File: src/rtl/wb_mon_pkg.sv
// rtl/wb_mon_pkg.sv - shared check encodings and types for the Wishbone protocol monitor
// Contents:
//   chk_e      bit index of each protocol check inside a check vector
//   N_CHK      number of checks
//   chk_vec_t  one bit per check
//   ptr_width  pointer width for a power-of-two FIFO depth (minimum 1 bit)
package wb_mon_pkg;

   typedef enum logic [2:0] {
      RSP_NO_REQ   = 3'd0,
      ACK_AND_ERR  = 3'd1,
      TIMEOUT      = 3'd2,
      OVERFLOW     = 3'd3,
      CYC_DROP     = 3'd4,
      STALL_CHANGE = 3'd5,
      RSP_NO_CYC   = 3'd6
   } chk_e;

   localparam int N_CHK = 7;

   typedef logic [N_CHK-1:0] chk_vec_t;

   function automatic int ptr_width(input int depth);
      return (depth > 1) ? $clog2(depth) : 1;
   endfunction

endpackage

File: src/rtl/wb_mon_ts_fifo.sv
// rtl/wb_mon_ts_fifo.sv - timestamp FIFO tracking accept times of outstanding requests
// Ports:
//   clk, rst    clock, asynchronous active-high reset
//   flush       drop every entry (pointers and count back to 0)
//   push, din   store an accept timestamp at the tail
//   pop         retire the head entry
//   set_fired   mark the head entry as already reported for timeout
//   head        timestamp of the oldest entry
//   fired       timeout-reported flag of the head entry
//   count       number of stored entries
// The caller never pushes when full nor pops when empty.
module wb_mon_ts_fifo
   import wb_mon_pkg::*;
#(
   parameter  int DEPTH  = 4,
   parameter  int TS_W   = 6,
   localparam int PTR_W  = ptr_width(DEPTH),
   localparam int CNT_OW = $clog2(DEPTH + 1)
) (
   input  logic              clk,
   input  logic              rst,
   input  logic              flush,
   input  logic              push,
   input  logic              pop,
   input  logic              set_fired,
   input  logic [TS_W-1:0]   din,
   output logic [TS_W-1:0]   head,
   output logic              fired,
   output logic [CNT_OW-1:0] count
);

   // Storage is rounded up to 2**PTR_W so pointers wrap by plain overflow,
   // including the single-entry case.
   logic [TS_W-1:0]  mem [2**PTR_W];
   logic [PTR_W-1:0] wr_ptr;
   logic [PTR_W-1:0] rd_ptr;

   always_ff @(posedge clk) begin
      if (push && !flush) begin
         mem[wr_ptr] <= din;
      end
   end

   always_ff @(posedge clk or posedge rst) begin
      if (rst) begin
         wr_ptr <= '0;
         rd_ptr <= '0;
         count  <= '0;
         fired  <= 1'b0;
      end else if (flush) begin
         wr_ptr <= '0;
         rd_ptr <= '0;
         count  <= '0;
         fired  <= 1'b0;
      end else begin
         if (push) wr_ptr <= wr_ptr + 1'b1;
         if (pop)  rd_ptr <= rd_ptr + 1'b1;
         if (push && !pop) begin
            count <= count + 1'b1;
         end else if (pop && !push) begin
            count <= count - 1'b1;
         end
         // A new head starts unreported; retiring wins over marking.
         if (pop) begin
            fired <= 1'b0;
         end else if (set_fired) begin
            fired <= 1'b1;
         end
      end
   end

   assign head = mem[rd_ptr];

endmodule

File: src/rtl/wb_protocol_monitor.sv
// rtl/wb_protocol_monitor.sv - passive Wishbone B4 pipelined protocol checker
// Ports:
//   clk, rst                       clock, asynchronous active-high reset
//   cyc, stb, we, adr, sel, dat_m  tapped master signals
//   stall, ack, err                tapped slave signals
//   chk_en                         per-check enable mask
//   clr                            synchronous clear of sticky flags, counter, capture
//   err_pulse                      registered, masked violation vector
//   err_sticky                     accumulated err_pulse
//   err_count                      saturating count of cycles with any violation
//   first_valid/code/adr           capture of the first violating cycle
//   outstanding                    accepted but unanswered requests
module wb_protocol_monitor
   import wb_mon_pkg::*;
#(
   parameter  int ADR_W       = 32,
   parameter  int DAT_W       = 32,
   parameter  int MAX_OUT     = 4,
   parameter  int MAXWAITS    = 16,
   parameter  int CNT_W       = 16,
   parameter  int ALLOW_ABORT = 1,
   localparam int SEL_W       = DAT_W / 8,
   localparam int OCNT_W      = $clog2(MAX_OUT + 1)
) (
   input  logic              clk,
   input  logic              rst,
   input  logic              cyc,
   input  logic              stb,
   input  logic              we,
   input  logic [ADR_W-1:0]  adr,
   input  logic [SEL_W-1:0]  sel,
   input  logic [DAT_W-1:0]  dat_m,
   input  logic              stall,
   input  logic              ack,
   input  logic              err,
   input  chk_vec_t          chk_en,
   input  logic              clr,
   output chk_vec_t          err_pulse,
   output chk_vec_t          err_sticky,
   output logic [CNT_W-1:0]  err_count,
   output logic              first_valid,
   output chk_vec_t          first_code,
   output logic [ADR_W-1:0]  first_adr,
   output logic [OCNT_W-1:0] outstanding
);

   // Two spare bits keep the timeout age well clear of modulo wrap.
   localparam int                TS_W      = $clog2(MAXWAITS) + 2;
   localparam logic [TS_W-1:0]   TO_AGE    = TS_W'(MAXWAITS + 1);
   localparam logic [OCNT_W-1:0] FULL_CNT  = OCNT_W'(MAX_OUT);
   localparam logic              ABORT_CHK = (ALLOW_ABORT == 0);

   logic              req, rsp, empty, full, push, pop, timeout_hit;
   logic [TS_W-1:0]   ts, head_ts, age;
   logic              head_fired;
   logic [OCNT_W-1:0] cnt;
   chk_vec_t          raw, pulse_d;

   logic              hold_valid, hold_we;
   logic [ADR_W-1:0]  hold_adr;
   logic [SEL_W-1:0]  hold_sel;
   logic [DAT_W-1:0]  hold_dat;

   assign req   = cyc & stb & ~stall;
   assign rsp   = cyc & (ack | err);
   assign empty = (cnt == '0);
   assign full  = (cnt == FULL_CNT);
   // A response with nothing outstanding is only reported, never popped.
   assign pop   = rsp & ~empty;
   // When full, a push is only possible if the head retires in the same cycle.
   assign push  = req & ~(full & ~rsp);
   assign age   = ts - head_ts;
   assign timeout_hit = cyc & ~empty & (age == TO_AGE) & ~head_fired;

   always_ff @(posedge clk or posedge rst) begin
      if (rst) ts <= '0;
      else     ts <= ts + 1'b1;
   end

   wb_mon_ts_fifo #(
      .DEPTH (MAX_OUT),
      .TS_W  (TS_W)
   ) u_ts_fifo (
      .clk       (clk),
      .rst       (rst),
      .flush     (~cyc),
      .push      (push),
      .pop       (pop),
      .set_fired (timeout_hit),
      .din       (ts),
      .head      (head_ts),
      .fired     (head_fired),
      .count     (cnt)
   );

   // Snapshot of a stalled request; the master must hold it unchanged.
   always_ff @(posedge clk or posedge rst) begin
      if (rst) begin
         hold_valid <= 1'b0;
         hold_we    <= 1'b0;
         hold_adr   <= '0;
         hold_sel   <= '0;
         hold_dat   <= '0;
      end else begin
         hold_valid <= cyc & stb & stall;
         hold_we    <= we;
         hold_adr   <= adr;
         hold_sel   <= sel;
         hold_dat   <= dat_m;
      end
   end

   always_comb begin
      raw = '0;
      raw[RSP_NO_REQ]   = rsp & empty;
      raw[ACK_AND_ERR]  = cyc & ack & err;
      raw[TIMEOUT]      = timeout_hit;
      raw[OVERFLOW]     = req & full & ~rsp;
      raw[CYC_DROP]     = ~cyc & ~empty & ABORT_CHK;
      raw[STALL_CHANGE] = hold_valid &
                          (~(cyc & stb) | (adr != hold_adr) | (we != hold_we) |
                           (hold_we & ((sel != hold_sel) | (dat_m != hold_dat))));
      raw[RSP_NO_CYC]   = (ack | err) & ~cyc;
      pulse_d = raw & chk_en;
   end

   always_ff @(posedge clk or posedge rst) begin
      if (rst) begin
         err_pulse   <= '0;
         err_sticky  <= '0;
         err_count   <= '0;
         first_valid <= 1'b0;
         first_code  <= '0;
         first_adr   <= '0;
      end else begin
         err_pulse <= pulse_d;
         if (clr) begin
            err_sticky  <= '0;
            err_count   <= '0;
            first_valid <= 1'b0;
            first_code  <= '0;
            first_adr   <= '0;
         end else begin
            err_sticky <= err_sticky | pulse_d;
            if ((|pulse_d) && (err_count != '1)) begin
               err_count <= err_count + 1'b1;
            end
            if ((|pulse_d) && !first_valid) begin
               first_valid <= 1'b1;
               first_code  <= pulse_d;
               first_adr   <= adr;
            end
         end
      end
   end

   assign outstanding = cnt;

endmodule
File: config.mk
export PLATFORM = sky130hd
export DESIGN_NAME = wb_protocol_monitor
export DESIGN_NICKNAME = d
export VERILOG_FILES = /design/src/rtl/wb_mon_pkg.sv /design/src/rtl/wb_mon_ts_fifo.sv /design/src/rtl/wb_protocol_monitor.sv
export SDC_FILE = /design/constraint.sdc
export NUM_CORES = 1
export LEC_CHECK = 0
export BUFFER_PORTS_ARGS = -buffer_cell sky130_fd_sc_hd__buf_2
export CAP_MARGIN = 20
export CORE_MARGIN = 4
export CORE_UTILIZATION = 61
export CTS_BUF_LIST = sky130_fd_sc_hd__clkbuf_2
export DETAILED_ROUTE_END_ITERATION = 8
export MAX_ROUTING_LAYER = met4
export PLACE_DENSITY_LB_ADDON = 0.1
export RECOVER_POWER = 100
export SYNTH_ARGS = -nofsm -noshare
export SYNTH_HDL_FRONTEND = slang
export SYNTH_SLANG_ARGS = --single-unit
File: constraint.sdc
create_clock -name clk -period 8 [get_ports clk]
set_input_delay 0.4 -clock clk [delete_from_list [all_inputs] [get_ports clk]]
set_output_delay 0.4 -clock clk [all_outputs]
set_load 0.05 [all_outputs]
Yosys cells after proc, flatten, opt, wreduce, memory -nomap -nowiden --
Memories as Yosys holds them, arrays and structs flattened. Index checks and enable logic that the tools add are counted.
Cells by class: add/subtract/negate cells 7, eq/ne operators 11, multiplexer cells 21, bitwise logic cells 32, reduce and logical (&&, ||, !) cells 12
Operators with widths (count):
- 32-bit two-way mux | 2
- 32-bit != test | 2
- 16-bit two-way mux | 2
- 7-bit two-way mux | 3
- 1-bit AND | 18
- 16-bit by 1-bit adder with 16-bit output, second input constant | 1
- 16-bit != test, second input constant | 1
- 3-bit two-way mux | 3
- 2-bit two-way mux | 4
- 7-bit AND | 1
- 1-bit two-way mux | 7
- 1-bit inverter | 7
- 7-bit bitwise OR | 1
- 7-bit OR reduction | 1
- 6-bit by 1-bit adder with 6-bit output, second input constant | 1
- 6-bit by 5-bit == test with 1-bit output, second input constant | 1
- 3-bit by 1-bit != test with 1-bit output, second input constant | 2
- 6-bit subtractor | 1
- 1-bit logical AND | 5
- 1-bit bitwise OR | 5
- 2-bit by 1-bit adder with 2-bit output, second input constant | 2
- 2-bit by 1-bit != test with 1-bit output, second input constant | 2
- 4-bit != test | 1
- 2-bit nonzero test | 2
- 6 further kinds | 8
Word-level totals: bits in registers 154, RAM bits 24, bits of input ports 84, output and inout port bits 73, logic and storage cells 100, memories 1
Memories:
- u_ts_fifo.mem | words 4, width 6, rd ports 1, clocked after memory_dff 0, wr ports 1, line wb_mon_ts_fifo.sv:34 | logic [TS_W-1:0] mem [2**PTR_W];

Logic depth before layout (Yosys ltp) --
Gate-level depths: netlist (run 1).
word-level depth 11, depth in mapped cells 15, mapped depth without buffers 12

Cells and area by module --
From an unflattened synthesis (run 1), not the netlist that was laid out.
Second synthesis, totals: cells, all modules 576, area total of the unflattened synthesis 7427.1 sq um
By module, submodules not included:
- wb_protocol_monitor | times used 1, cells an instance 496, area an instance 6040.8 sq um, sequential area each 3578.4 sq um
- wb_mon_ts_fifo | times used 1, cells an instance 80, area an instance 1386.3 sq um, sequential area each 920.9 sq um

Worst setup path before layout (run 1) --
No wires, ideal clock.
path kind register -> register, start point register u_ts_fifo.rd_ptr[0], end point register first_adr[3], setup time 0.132 ns, arrival 3.410 ns, data required time 7.868 ns, slack 4.458 ns, cell stages (with the launch flop) 14, path buffers 3, clock period less this slack 3.542 ns, cells stage by stage dfrtp_1 -> buf_6 -> mux4_1 -> ha_1 -> fa_1 -> xnor2_1 -> or4_1 -> a21oi_1 -> o2111ai_4 -> a31oi_1 -> buf_6 -> buf_8 -> mux2i_1 -> nor2_1
Between the ends: longest elaborated chain between the ends 9
RTL lines:
- start, declared | line wb_mon_ts_fifo.sv:36 | logic [PTR_W-1:0] rd_ptr;
- start signal, assigned | line wb_mon_ts_fifo.sv:57 | if (pop) rd_ptr <= rd_ptr + 1'b1;
- memory read 4 x 6 bit
- 6-bit subtractor | line wb_protocol_monitor.sv:72 | assign age = ts - head_ts;
- 6-bit by 5-bit == test with 1-bit output | line wb_protocol_monitor.sv:73 | assign timeout_hit = cyc & ~empty & (age == TO_AGE) & ~head_fired;
- 1-bit AND (2 in a row) | line wb_protocol_monitor.sv:73
- 7-bit AND | line wb_protocol_monitor.sv:124 | pulse_d = raw & chk_en;
- 7-bit OR reduction | line wb_protocol_monitor.sv:148 | if ((|pulse_d) && !first_valid) begin
- 1-bit logical AND | line wb_protocol_monitor.sv:148
- 2-bit nonzero test (no source line)
- end signal, assigned | line wb_protocol_monitor.sv:151 | first_adr <= adr;
- end, declared | line wb_protocol_monitor.sv:43 | output logic [ADR_W-1:0] first_adr,
No other way between the ends. A chain may end at the register's enable or synchronous reset.

Worst setup path in the final report (run 1) --
start point register u_ts_fifo.rd_ptr[0], end point register first_adr[13]
The elaborated chain is that of the path after synthesis.

==> results of run 1 <==
worst min-delay path by stage:
stage / to / slack (ns) / cells past startpoint
2_1_floorplan: hold_adr[0] / 0.43 / 0
3_3_place_gp: err_sticky[2] / 0.48 / 2
3_5_place_dp: err_sticky[5] / 0.49 / 2
4_1_cts: err_pulse[3] / 0.01 / 4
5_1_grt: err_pulse[3] / 0.03 / 4
6_report: err_pulse[3] / 0.07 / 4
flip-flops by register name (all words and copies together) (netlist names), 3 cells and up:
signal / count
err_pulse: 6
ts: 6
first_adr: 32
err_count: 16
u_ts_fifo.count: 3
hold_adr: 32
first_code: 6
hold_dat: 32
hold_sel: 4
u_ts_fifo.mem: 24
err_sticky: 6
kinds of logic after synthesis:
kind of cell | share of synthesized area, %
other | 0.0508
AO/OA/AOI/OAI | 5.02
flip-flops | 60.9
multiplexers | 7.32
buffers and inverters | 3.66
XOR/XNOR | 9.47
AND/OR/NAND/NOR | 11.1
adder cells (fa/ha/maj) | 2.41
final cells by class:
type	instances	area [um2]	share of cell area [%]
diodes	1	2.50	0.0277
clock buffers	18	90.1	0.998
clock inverters	14	171	1.90
inverters	24	92.6	1.03
multi-input cells	353	2610	28.9
flip-flops and latches	175	4500	49.8
well taps	143	179	1.98
repair buffers	233	1380	15.3
power by group through the flow:
stage	combinational, uW	clock, uW	sequential [uW]
2_1_floorplan	254	0	1110
3_3_place_gp	436	0	1010
3_5_place_dp	451	0	1020
4_1_cts	482	496	1000
5_1_grt	507	538	1010
6_report	469	489	1000
placed cells by master (no fill, tap or decap), types with 3 or more instances in the layout:
cell type                       Yosys  final
sky130_fd_sc_hd__clkbuf_1           6    143
sky130_fd_sc_hd__nand4_1            8      8
sky130_fd_sc_hd__a21oi_1           18     18
sky130_fd_sc_hd__edfxtp_1          24     24
sky130_fd_sc_hd__conb_1             1      3
sky130_fd_sc_hd__o21a_1             3      3
sky130_fd_sc_hd__clkinv_2           0      3
sky130_fd_sc_hd__clkbuf_2           0     18
sky130_fd_sc_hd__or3_1             10     10
sky130_fd_sc_hd__nand2_1           16     16
sky130_fd_sc_hd__and2_0             0      7
sky130_fd_sc_hd__bufinv_16          0      4
sky130_fd_sc_hd__nor2b_1            6      6
sky130_fd_sc_hd__o21ai_0           13     14
sky130_fd_sc_hd__inv_1             23     22
sky130_fd_sc_hd__xor2_1            66     66
sky130_fd_sc_hd__dlygate4sd3_1      0     78
sky130_fd_sc_hd__and3_1             5      5
sky130_fd_sc_hd__buf_2              1     11
sky130_fd_sc_hd__clkinv_1           0      3
sky130_fd_sc_hd__ha_1              11     11
sky130_fd_sc_hd__and4_1             3      3
sky130_fd_sc_hd__nand2b_1           3      3
sky130_fd_sc_hd__nor3_1             8      9
sky130_fd_sc_hd__mux4_1             5      5
sky130_fd_sc_hd__xnor2_1           12     12
sky130_fd_sc_hd__o32ai_1            3      3
sky130_fd_sc_hd__dfrtp_1          151    151
sky130_fd_sc_hd__nor2_1            53     53
sky130_fd_sc_hd__nor4_1            15     15
sky130_fd_sc_hd__mux2i_1           36     36
sky130_fd_sc_hd__o21ai_1            6      5
sky130_fd_sc_hd__nand3_1           12     12
critical path: stages (launching register included):
cell and delay [ns]:
sky130_fd_sc_hd__dfrtp_1 0.64, sky130_fd_sc_hd__mux4_1 0.61, sky130_fd_sc_hd__ha_1 0.23, sky130_fd_sc_hd__fa_1 0.41, sky130_fd_sc_hd__xnor2_1 0.14, sky130_fd_sc_hd__or4_1 0.46
sky130_fd_sc_hd__a21oi_1 0.18, sky130_fd_sc_hd__o2111ai_1 0.37, sky130_fd_sc_hd__a31oi_4 0.28, sky130_fd_sc_hd__clkbuf_1 1.85, sky130_fd_sc_hd__mux2i_1 0.32, sky130_fd_sc_hd__nor2_1 0.09
routing by layer:
metal | vias to the layer above | routed length [um] | global-route usage [%]
met5 | - | 0 | -
li1 | 2426 | - | -
met2 | 176 | 8360 | 41.9
met1 | 2568 | 6910 | 31.6
met4 | 0 | 429 | 9.82
met3 | 42 | 1110 | 7.93
synth_stat cells, types with 5 or more instances:
cell type | n | area [um2]
sky130_fd_sc_hd__clkbuf_1 | 6 | 22.5
sky130_fd_sc_hd__and2_1 | 8 | 50.1
sky130_fd_sc_hd__xor2_1 | 66 | 578
sky130_fd_sc_hd__nor2_1 | 53 | 199
sky130_fd_sc_hd__mux2i_1 | 36 | 360
sky130_fd_sc_hd__ha_1 | 11 | 138
sky130_fd_sc_hd__nor3_1 | 8 | 40.0
sky130_fd_sc_hd__nand2_1 | 16 | 60.1
sky130_fd_sc_hd__xnor2_1 | 12 | 105
sky130_fd_sc_hd__nor2b_1 | 6 | 37.5
sky130_fd_sc_hd__edfxtp_1 | 24 | 721
sky130_fd_sc_hd__o21ai_0 | 13 | 65.1
sky130_fd_sc_hd__a21oi_1 | 18 | 90.1
sky130_fd_sc_hd__nand4_1 | 8 | 50.1
sky130_fd_sc_hd__o21ai_1 | 6 | 30.0
sky130_fd_sc_hd__nand3_1 | 12 | 60.1
sky130_fd_sc_hd__nor4_1 | 15 | 93.8
sky130_fd_sc_hd__or3_1 | 10 | 62.6
sky130_fd_sc_hd__mux4_1 | 5 | 131
sky130_fd_sc_hd__and3_1 | 5 | 31.3
sky130_fd_sc_hd__dfrtp_1 | 151 | 3780
sky130_fd_sc_hd__inv_1 | 23 | 86.3
metrics by stage:
step	hold slack [ns]	total power [uW]
global route	0.0259	2060
floorplan	0.431	1370
finish	0.0718	1960
detailed placement	0.487	1470
CTS	0.0108	1980
global placement	0.477	1450
repair_timing:
item	CTS	global route
hold buffers	78	0
hold endpoints to repair	217	0
resized for setup	0	0
==> parameters.txt, run 1 <==
Parameter                              Value

Status
  Run status    finished, violations left
  Violations in the final reports    max-capacitance violations, max-slew violations

Routing
  Routed via count    5212
  Final routed DRC violation total    0
  First-pass DRT Iterations    4
  Starting DRT DRC Count    approximately 370
  Final routed wirelength across all metal layers    about 17000 um
  Average via count per standard cell    5.42
  Antenna Nets Post-Route    0
  Per-cell routed wire length    17.5 um

Yosys
  Number of distinct library cells after synthesis    57
  Share of synthesized area occupied by flip-flops and latches    60.9%
  Avg Synthesized Cell Area    13.0 um2
  Number of flip-flops and latches in the synthesized netlist    175
  Proportion of synthesized flip-flops having asynchronous set or reset    86.3%
  Total standard cell area after synthesis    7380 um2
  Prevailing post-synth register cell    sky130_fd_sc_hd__dfrtp_1
  Synthesized netlist cell count    569
  YS warnings    0
  Count of flip-flops with a built-in enable after synthesis    24

Global route
  Total global routing track utilization    26.2%
  Number of global-route vias before repair    5469
  Number of antenna violations at the first check in global routing    1
  Pin count of the biggest net entering global routing    106
  Global-route wire length before repair    28200 um
  Overflow left after global routing    0

Power and ir drop
  Leakage Power    roughly 0.004 uW
  Share of total power consumed by net switching    32.5%
  Reg power frac    51.1%
  VDD IR max    0.158 mV
  Combinational share of power    roughly a quarter
  Pwr Density    around 220 nW/um2
  Net Sw Power    between 600 and 700 uW
  Share of total power in the clock network    between 20% and 30%
  Internal power    1320 uW

Worst setup path
  End of the critical path    first_adr[13]
  Launch point of the worst path    u_ts_fifo.rd_ptr[0]
  Worst setup slack for register-to-register paths    2.24 ns
  Classification of the worst setup path    reg2reg
  Crit path max fanout    37
  FF-to-FF path depth    11
  Crit path arrival time    about 6.4 ns
  Kind of launch point of the worst setup path    flip-flop
  Required time reported for the critical path endpoint    8.59 ns
  Endpoint kind of the worst setup timing path    flip-flop
  Startpoint of the worst-slack reg-to-reg timing path    u_ts_fifo.rd_ptr[0]
  Endpoint of the most critical register-to-register path    first_adr[13]

Timing
  Number of failing setup endpoints in the final timing report    0
  Max Clock Freq    approximately 170 MHz
  Final clock skew    approximately 0.039 ns
  Final critical-path required period    5.76 ns
  Final worst-path setup slack    between 2 and 2.5 ns
  Setup_tns    0 ns
  Relative slew slack    -197%
  Number of pins exceeding their max-slew limit in the final report    192
  Count of endpoints failing hold in the final timing report    0
  Final Cycle Share    72.0%
  Transition time at the pin with the least slew margin    4.43 ns
  Unrepaired setup endpoints after global routing    no

Placement
  Placed Instances    850
  IO Port Bufs    152
  Gpl congestion    0.806
  Cell area after placement    8190 um2
  Worst setup slack after placement    3.78 ns
  Post-DP HPWL    10700 um

Floorplanning
  Area of the core region    11600 um2
  Die W    roughly 120 um
  Die outline area    13900 um2
  # IOs    157
  Vert. Die Dim    118 um
  Initial core utilization    between 60% and 70%
  Number of rows in the core area    39

CTS
  Post CTS Setup Buffer Count    0
  Clock buffer depth    2
  Worst-Skew Late Latency    0.74 ns
  Number of buffers inserted during clock tree synthesis    17
  CTS H-Tree Depth    4
  CTS sink count    roughly 180
  Clock root buffer    sky130_fd_sc_hd__clkbuf_2
  Clock slew seen by the registers of the worst setup and hold paths    0.25 ns
  CTS tree    yes

Hold path
  Kind of path behind the tightest hold check    in2reg
  HP Start    stall

Run
  Max_cap viols    3

Final layout
  Final #Nets    901
  Final core occ    77.7%
  Number of filler instances in the final layout    around 810
  Final non-filler cell total    961
  Fraction of layout cells with a size suffix above 1    7.10%
  Layout Cell Area excl Fill    ~9000 um2
  Layout area overhead    22.3%
(Power assumes the default switching activity.)
==> run 2, diff against run 1 <==
- CORE_UTILIZATION: 61 -> 51
- clock period: 8 -> 5.2 ns (I/O delays scaled with it)
==> parameters.txt, run 2 (synthesis gave the netlist of run 1 again) <==
Parameter                              Value

Floorplanning
  Number of rows in the core area    43
  Die W    128 um
  Area of the core region    14000 um2
  Initial core utilization    52.6%
  Die outline area    16500 um2
  Vert. Die Dim    128 um
  # IOs    ~160

Hold path
  Kind of path behind the tightest hold check    in2reg
  Hold depth    3
  HP Start    clr
  Worst-case hold path end point    err_sticky[6]

CTS
  Clock root buffer    sky130_fd_sc_hd__clkbuf_2
  Number of buffers inserted during clock tree synthesis    17
  CTS tree    yes
  Clock buffer depth    2
  CTS H-Tree Depth    4
  CTS sink count    ~180
  Post CTS Setup Buffer Count    0
  Clock slew seen by the registers of the worst setup and hold paths    0.29 ns
  Worst-Skew Late Latency    0.74 ns

Routing
  Average via count per standard cell    around 5
  Per-cell routed wire length    16.2 um
  Final routed wirelength across all metal layers    16200 um
  Starting DRT DRC Count    about 260
  Final routed DRC violation total    0
  Routed via count    a little over 5000
  First-pass DRT Iterations    4
  Antenna Nets Post-Route    0

Power and ir drop
  Leakage Power    0.00390 uW
  Pwr Density    324 nW/um2
  VDD IR max    about 0.23 mV

Global route
  Number of antenna violations at the first check in global routing    0
  Pin count of the biggest net entering global routing    96
  Global-route wire length before repair    26700 um
  Total global routing track utilization    a little over a fifth
  Number of global-route vias before repair    5390
  Overflow left after global routing    0

Timing
  Final critical-path required period    4.47 ns
  Final clock skew    0.0629 ns
  Transition time at the pin with the least slew margin    3.56 ns
  Number of failing setup endpoints in the final timing report    0
  Final Cycle Share    ~86%
  Relative slew slack    -138%
  Max Clock Freq    around 220 MHz
  Setup_tns    0 ns
  Number of pins exceeding their max-slew limit in the final report    96
  Unrepaired setup endpoints after global routing    no
  Count of endpoints failing hold in the final timing report    0

Run
  Max_cap viols    1

Placement
  IO Port Bufs    152
  Post-DP HPWL    about 11000 um
  Placed Instances    a little under 900
  Gpl congestion    0.794

Final layout
  Commonest non-fill, non-tap cell in the layout    sky130_fd_sc_hd__dfrtp_1
  Number of inserted diodes    0
  Layout area overhead    23.3%
  Final #Nets    906
  Largest registers    first_adr x32, hold_adr x32, hold_dat x32
  Fraction of layout cells with a size suffix above 1    under 10%
  Area used by multi-input combinational logic    2610 um2
  Final non-filler cell total    around 1000
  Combined flip-flop and latch cell area    4500 um2
  Number of filler instances in the final layout    1148
  Most frequent cells in the layout    151 x sky130_fd_sc_hd__dfrtp_1, 140 x sky130_fd_sc_hd__clkbuf_1, 83 x sky130_fd_sc_hd__dlygate4sd3_1, 66 x sky130_fd_sc_hd__xor2_1, 53 x sky130_fd_sc_hd__nor2_1

Worst setup path
  Endpoint of the most critical register-to-register path    first_adr[13]
  Classification of the worst setup path    reg2reg
  Endpoint kind of the worst setup timing path    flip-flop
  Kind of launch point of the worst setup path    flip-flop
  Worst setup slack for register-to-register paths    0.73 ns
  Required time reported for the critical path endpoint    roughly 5.8 ns
  Launch point of the worst path    u_ts_fifo.rd_ptr[0]
  Crit path max fanout    37
  FF-to-FF path depth    11
  Startpoint of the worst-slack reg-to-reg timing path    u_ts_fifo.rd_ptr[0]
  Crit path arrival time    5.09 ns

Status
  Run status    finished, violations left
  Violations in the final reports    max-capacitance violations, max-slew violations
==> run 2: cell types whose count changed in the layout (fill, tap and decap cells not counted), sizes merged <==
cell         before  now
buf              12   15
bufinv            4    2
clkbuf          161  159
clkinv            6    4
clkinvlp          4    3
diode             1    0
dlygate4sd3      78   83
inv              24   28
==> run 2: report_power, final <==
group	internal, uW	leakage [uW]	switching (uW)
clock	225	0.000137	469
combinational	253	0.00163	458
sequential	1470	0.00214	71.5
==> run 2: worst max path at each step <==
stage	to
6_report	first_adr[13]
4_1_cts	first_code[1]
2_1_floorplan	err_count[0]
3_5_place_dp	first_adr[12]
5_1_grt	err_count[9]
3_3_place_gp	first_adr[24]
==> run 2: routing by layer <==
layer	up-vias	track usage [%]	wire (um)
li1	2445	-	-
met1	2536	26.2	7000
met2	121	34.0	8070
met3	17	5.63	884
met4	0	5.81	246
met5	-	-	0
==> run 2: critical path, stage by stage, from the launching register on <==
cell	delay [ns]
sky130_fd_sc_hd__dfrtp_1	0.66
sky130_fd_sc_hd__mux4_1	0.62
sky130_fd_sc_hd__ha_1	0.22
sky130_fd_sc_hd__fa_1	0.41
sky130_fd_sc_hd__xnor2_1	0.14
sky130_fd_sc_hd__or4_1	0.47
sky130_fd_sc_hd__a21oi_1	0.19
sky130_fd_sc_hd__o2111ai_1	0.40
sky130_fd_sc_hd__a31oi_4	0.29
sky130_fd_sc_hd__buf_4	0.55
sky130_fd_sc_hd__mux2i_1	0.32
sky130_fd_sc_hd__nor2_1	0.06
==> run 2: repair_timing <==
item,in CTS,in global routing
resized for setup,0,0
hold buffers,83,0
hold endpoints to repair,216,0
==> run 2: final cells by class <==
type,instances,share of cell area (%)
clock inverter,13,1.50
inverter,24,1.02
sequential,175,49.4
timing repair buffer,238,15.8
multi-input combinational,353,28.7
clock buffer,19,1.04
tap,180,2.47
==> run 2: through the flow <==
step                hold slack (ns)  total power (uW)  utilization (%)  cell area (um2)  setup slack, ns
global placement              0.393              2240             58.7             8240             1.06
finish                        0.124              2950             64.8             9100            0.731
detailed placement            0.394              2260             58.7             8240            0.949
floorplan                     0.291              2110                -             7390            0.875
global route                 0.0637              3100             64.8             9100            0.509
CTS                          0.0575              3000             66.2             9300            0.871
==> run 3, diff against run 2 <==
- SLEW_MARGIN: unset -> 5
- SYNTH_HIERARCHICAL: unset -> 1
==> parameters.txt, run 3 <==
Parameter                              Value

Final layout
  Layout area overhead    23.3%
  Number of filler instances in the final layout    roughly 1200
  Layout Cell Area excl Fill    9160 um2
  Most frequent cells in the layout    151 x sky130_fd_sc_hd__dfrtp_1, 144 x sky130_fd_sc_hd__clkbuf_1, 84 x sky130_fd_sc_hd__dlygate4sd3_1, 64 x sky130_fd_sc_hd__nor2_1
  Fraction of layout cells with a size suffix above 1    8.30%
  Largest registers    first_adr x32, hold_adr x32, hold_dat x32
  Final #Nets    915
  Commonest non-fill, non-tap cell in the layout    sky130_fd_sc_hd__dfrtp_1

Yosys
  Total standard cell area after synthesis    around 7400 um2
  Commonest cells in the netlist    151 x sky130_fd_sc_hd__dfrtp_1, 64 x sky130_fd_sc_hd__nor2_1, 37 x sky130_fd_sc_hd__xnor2_1, 37 x sky130_fd_sc_hd__xor2_1, 35 x sky130_fd_sc_hd__mux2i_1
  Prevailing post-synth register cell    sky130_fd_sc_hd__dfrtp_1
  Proportion of synthesized flip-flops having asynchronous set or reset    86.3%
  Avg Synthesized Cell Area    12.9 um2
  Synthesized netlist cell count    576
  Area share of the largest cell type after synthesis    50.9%
  Top cells by area, synth    sky130_fd_sc_hd__dfrtp_1 51%, sky130_fd_sc_hd__edfxtp_1 9.7%, sky130_fd_sc_hd__mux2i_1 4.7%
  Most common cell in the synthesized netlist    sky130_fd_sc_hd__dfrtp_1
  Share of synthesized area occupied by flip-flops and latches    60.6%
  Number of flip-flops and latches in the synthesized netlist    175
  YS warnings    6
  Count of flip-flops with a built-in enable after synthesis    24
  Cell accounting for the most synthesized area    sky130_fd_sc_hd__dfrtp_1
  Number of distinct library cells after synthesis    68

Floorplanning
  Number of rows in the core area    43
  # IOs    157
  Die outline area    16600 um2
  Die W    roughly 130 um
  Initial core utilization    52.7%
  Area of the core region    around 14000 um2
  Vert. Die Dim    129 um

Power and ir drop
  Combinational share of power    22.6%
  Share of total power consumed by net switching    between 30% and 40%
  Internal power    1920 uW
  Net Sw Power    920 uW
  Leakage Power    0.00392 uW
  Reg power frac    a little over half
  Overall power consumption    2830 uW
  VDD IR max    0.219 mV
  Share of total power in the clock network    23.6%
  Pwr Density    310 nW/um2

Status
  Run status    finished, violations left
  Violations in the final reports    max-capacitance violations, max-slew violations

Timing
  Final Cycle Share    85.5%
  Max Clock Freq    roughly 220 MHz
  Final clock skew    0.0407 ns
  Transition time at the pin with the least slew margin    between 4 and 5 ns
  Final worst-path setup slack    0.755 ns
  Count of endpoints failing hold in the final timing report    0
  Relative slew slack    -168%
  Final critical-path required period    4.45 ns
  Number of pins exceeding their max-slew limit in the final report    between 100 and 150
  Number of failing setup endpoints in the final timing report    0
  Unrepaired setup endpoints after global routing    no
  Setup_tns    0 ns

CTS
  Worst-Skew Late Latency    0.71 ns
  Clock buffer depth    2
  Clock slew seen by the registers of the worst setup and hold paths    around 0.24 ns
  CTS sink count    about 180
  Clock root buffer    sky130_fd_sc_hd__clkbuf_2
  Post_cts resized    0
  Post CTS Setup Buffer Count    0
  CTS tree    yes
  CTS H-Tree Depth    4
  Number of buffers inserted during clock tree synthesis    17

Placement
  Worst setup slack after placement    1.13 ns
  Gpl congestion    0.809
  Cell area after placement    8320 um2
  Post-DP HPWL    between 10000 and 15000 um
  IO Port Bufs    about 150

Worst setup path
  Crit path arrival time    5.02 ns
  Startpoint of the worst-slack reg-to-reg timing path    u_ts_fifo/rd_ptr[0]
  Launch point of the worst path    u_ts_fifo/rd_ptr[0]
  End of the critical path    first_adr[16]
  Endpoint kind of the worst setup timing path    flip-flop
  Classification of the worst setup path    reg2reg
  Required time reported for the critical path endpoint    5.77 ns
  Crit path max fanout    35
  Kind of launch point of the worst setup path    flip-flop
  FF-to-FF path depth    11
  Endpoint of the most critical register-to-register path    first_adr[16]
  Worst setup slack for register-to-register paths    0.75 ns

Global route
  Number of antenna violations at the first check in global routing    0
  Global-route wire length before repair    26800 um
  Number of global-route vias before repair    5361
  Overflow left after global routing    0
  Total global routing track utilization    21.1%
  Pin count of the biggest net entering global routing    109

Routing
  First-pass DRT Iterations    4
  Average via count per standard cell    between 5 and 6
  Per-cell routed wire length    15.9 um
  Final routed DRC violation total    0
  Antenna Nets Post-Route    0
  Starting DRT DRC Count    roughly 260
  Final routed wirelength across all metal layers    16100 um
  Routed via count    a little over 5000

Run
  Max_cap viols    1

Hold path
  Kind of path behind the tightest hold check    in2reg
==> run 3: cells by family after synthesis <==
| family | after synthesis | synth area share [%] |
|---|---|---|
| compound gates | 58 | 5.91 |
| xor+xnor | 75 | 9.10 |
| fa+ha+maj | 13 | 2.39 |
| buf+inv | 55 | 3.82 |
| flops | 175 | 60.6 |
| mux | 44 | 7.09 |
| other cells | 1 | 0.0505 |
| simple gates | 155 | 11.1 |
==> run 3: area by class of cell <==
type                       count  area (um2)  area share (%)
antenna                        1        2.50          0.0273
clock buffer                  22         110            1.20
clock inverter                10         115            1.26
inverter                      34         128            1.39
multi-input combinational    348        2620            28.6
sequential                   175        4500            49.1
tap                          180         225            2.46
timing repair buffer         242        1460            15.9
==> run 3: layer usage <==
layer | track usage, % | part of all wire (%) | vias up
met5 | - | 0 | -
met4 | 6.30 | 1.3 | 0
met3 | 5.23 | 5.0 | 19
met2 | 34.0 | 50 | 116
met1 | 26.7 | 44 | 2495
li1 | - | - | 2464
==> run 3: worst min-delay path by stage <==
stage | start | end | slack, ns | cells past startpoint
4_1_cts | chk_en[5] | err_sticky[5] | 0.03 | 4
6_report | clr | err_sticky[6] | 0.16 | 3
3_5_place_dp | rst | u_ts_fifo/wr_ptr[1] | 0.28 | 2
2_1_floorplan | rst | u_ts_fifo/count[0] | 0.08 | 1
5_1_grt | dat_m[25] | hold_dat[25] | 0.1 | 2
3_3_place_gp | rst | u_ts_fifo/wr_ptr[1] | 0.26 | 2
==> run 3: power groups by stage <==
stage	Clock (uW)	Combinational [uW]	Sequential, uW
3_5_place_dp	0	630	1550
4_1_cts	701	679	1520
3_3_place_gp	0	613	1550
6_report	669	641	1520
2_1_floorplan	0	332	1690
5_1_grt	760	701	1540
==> run 3: per-stage QoR <==
stage,cells,hold slack (ns),util (%)
CTS,1010,0.0253,66.6
finish,1012,0.162,65.0
global route,1011,0.0986,64.9
detailed placement,894,0.277,59.0
global placement,894,0.263,59.0
floorplan,578,0.0757,-
==> run 3: what timing repair did <==
item | 4_1_cts | 5_1_grt
setup endpoints to repair | 0 | 0
hold buffers | 84 | 0
hold endpoints to repair | 233 | 0
==> run 3: critical path, cell delays in order, from the launching register on <==
cell and delay (ns):
sky130_fd_sc_hd__dfrtp_1 0.67, sky130_fd_sc_hd__mux4_2 0.57, sky130_fd_sc_hd__ha_1 0.25, sky130_fd_sc_hd__fa_1 0.43, sky130_fd_sc_hd__xor2_1 0.18, sky130_fd_sc_hd__nand4_1 0.13, sky130_fd_sc_hd__nor3_1 0.38, sky130_fd_sc_hd__o2111ai_1 0.49
sky130_fd_sc_hd__a31oi_4 0.31, sky130_fd_sc_hd__buf_4 0.53, sky130_fd_sc_hd__mux2i_1 0.29, sky130_fd_sc_hd__nor2_1 0.06
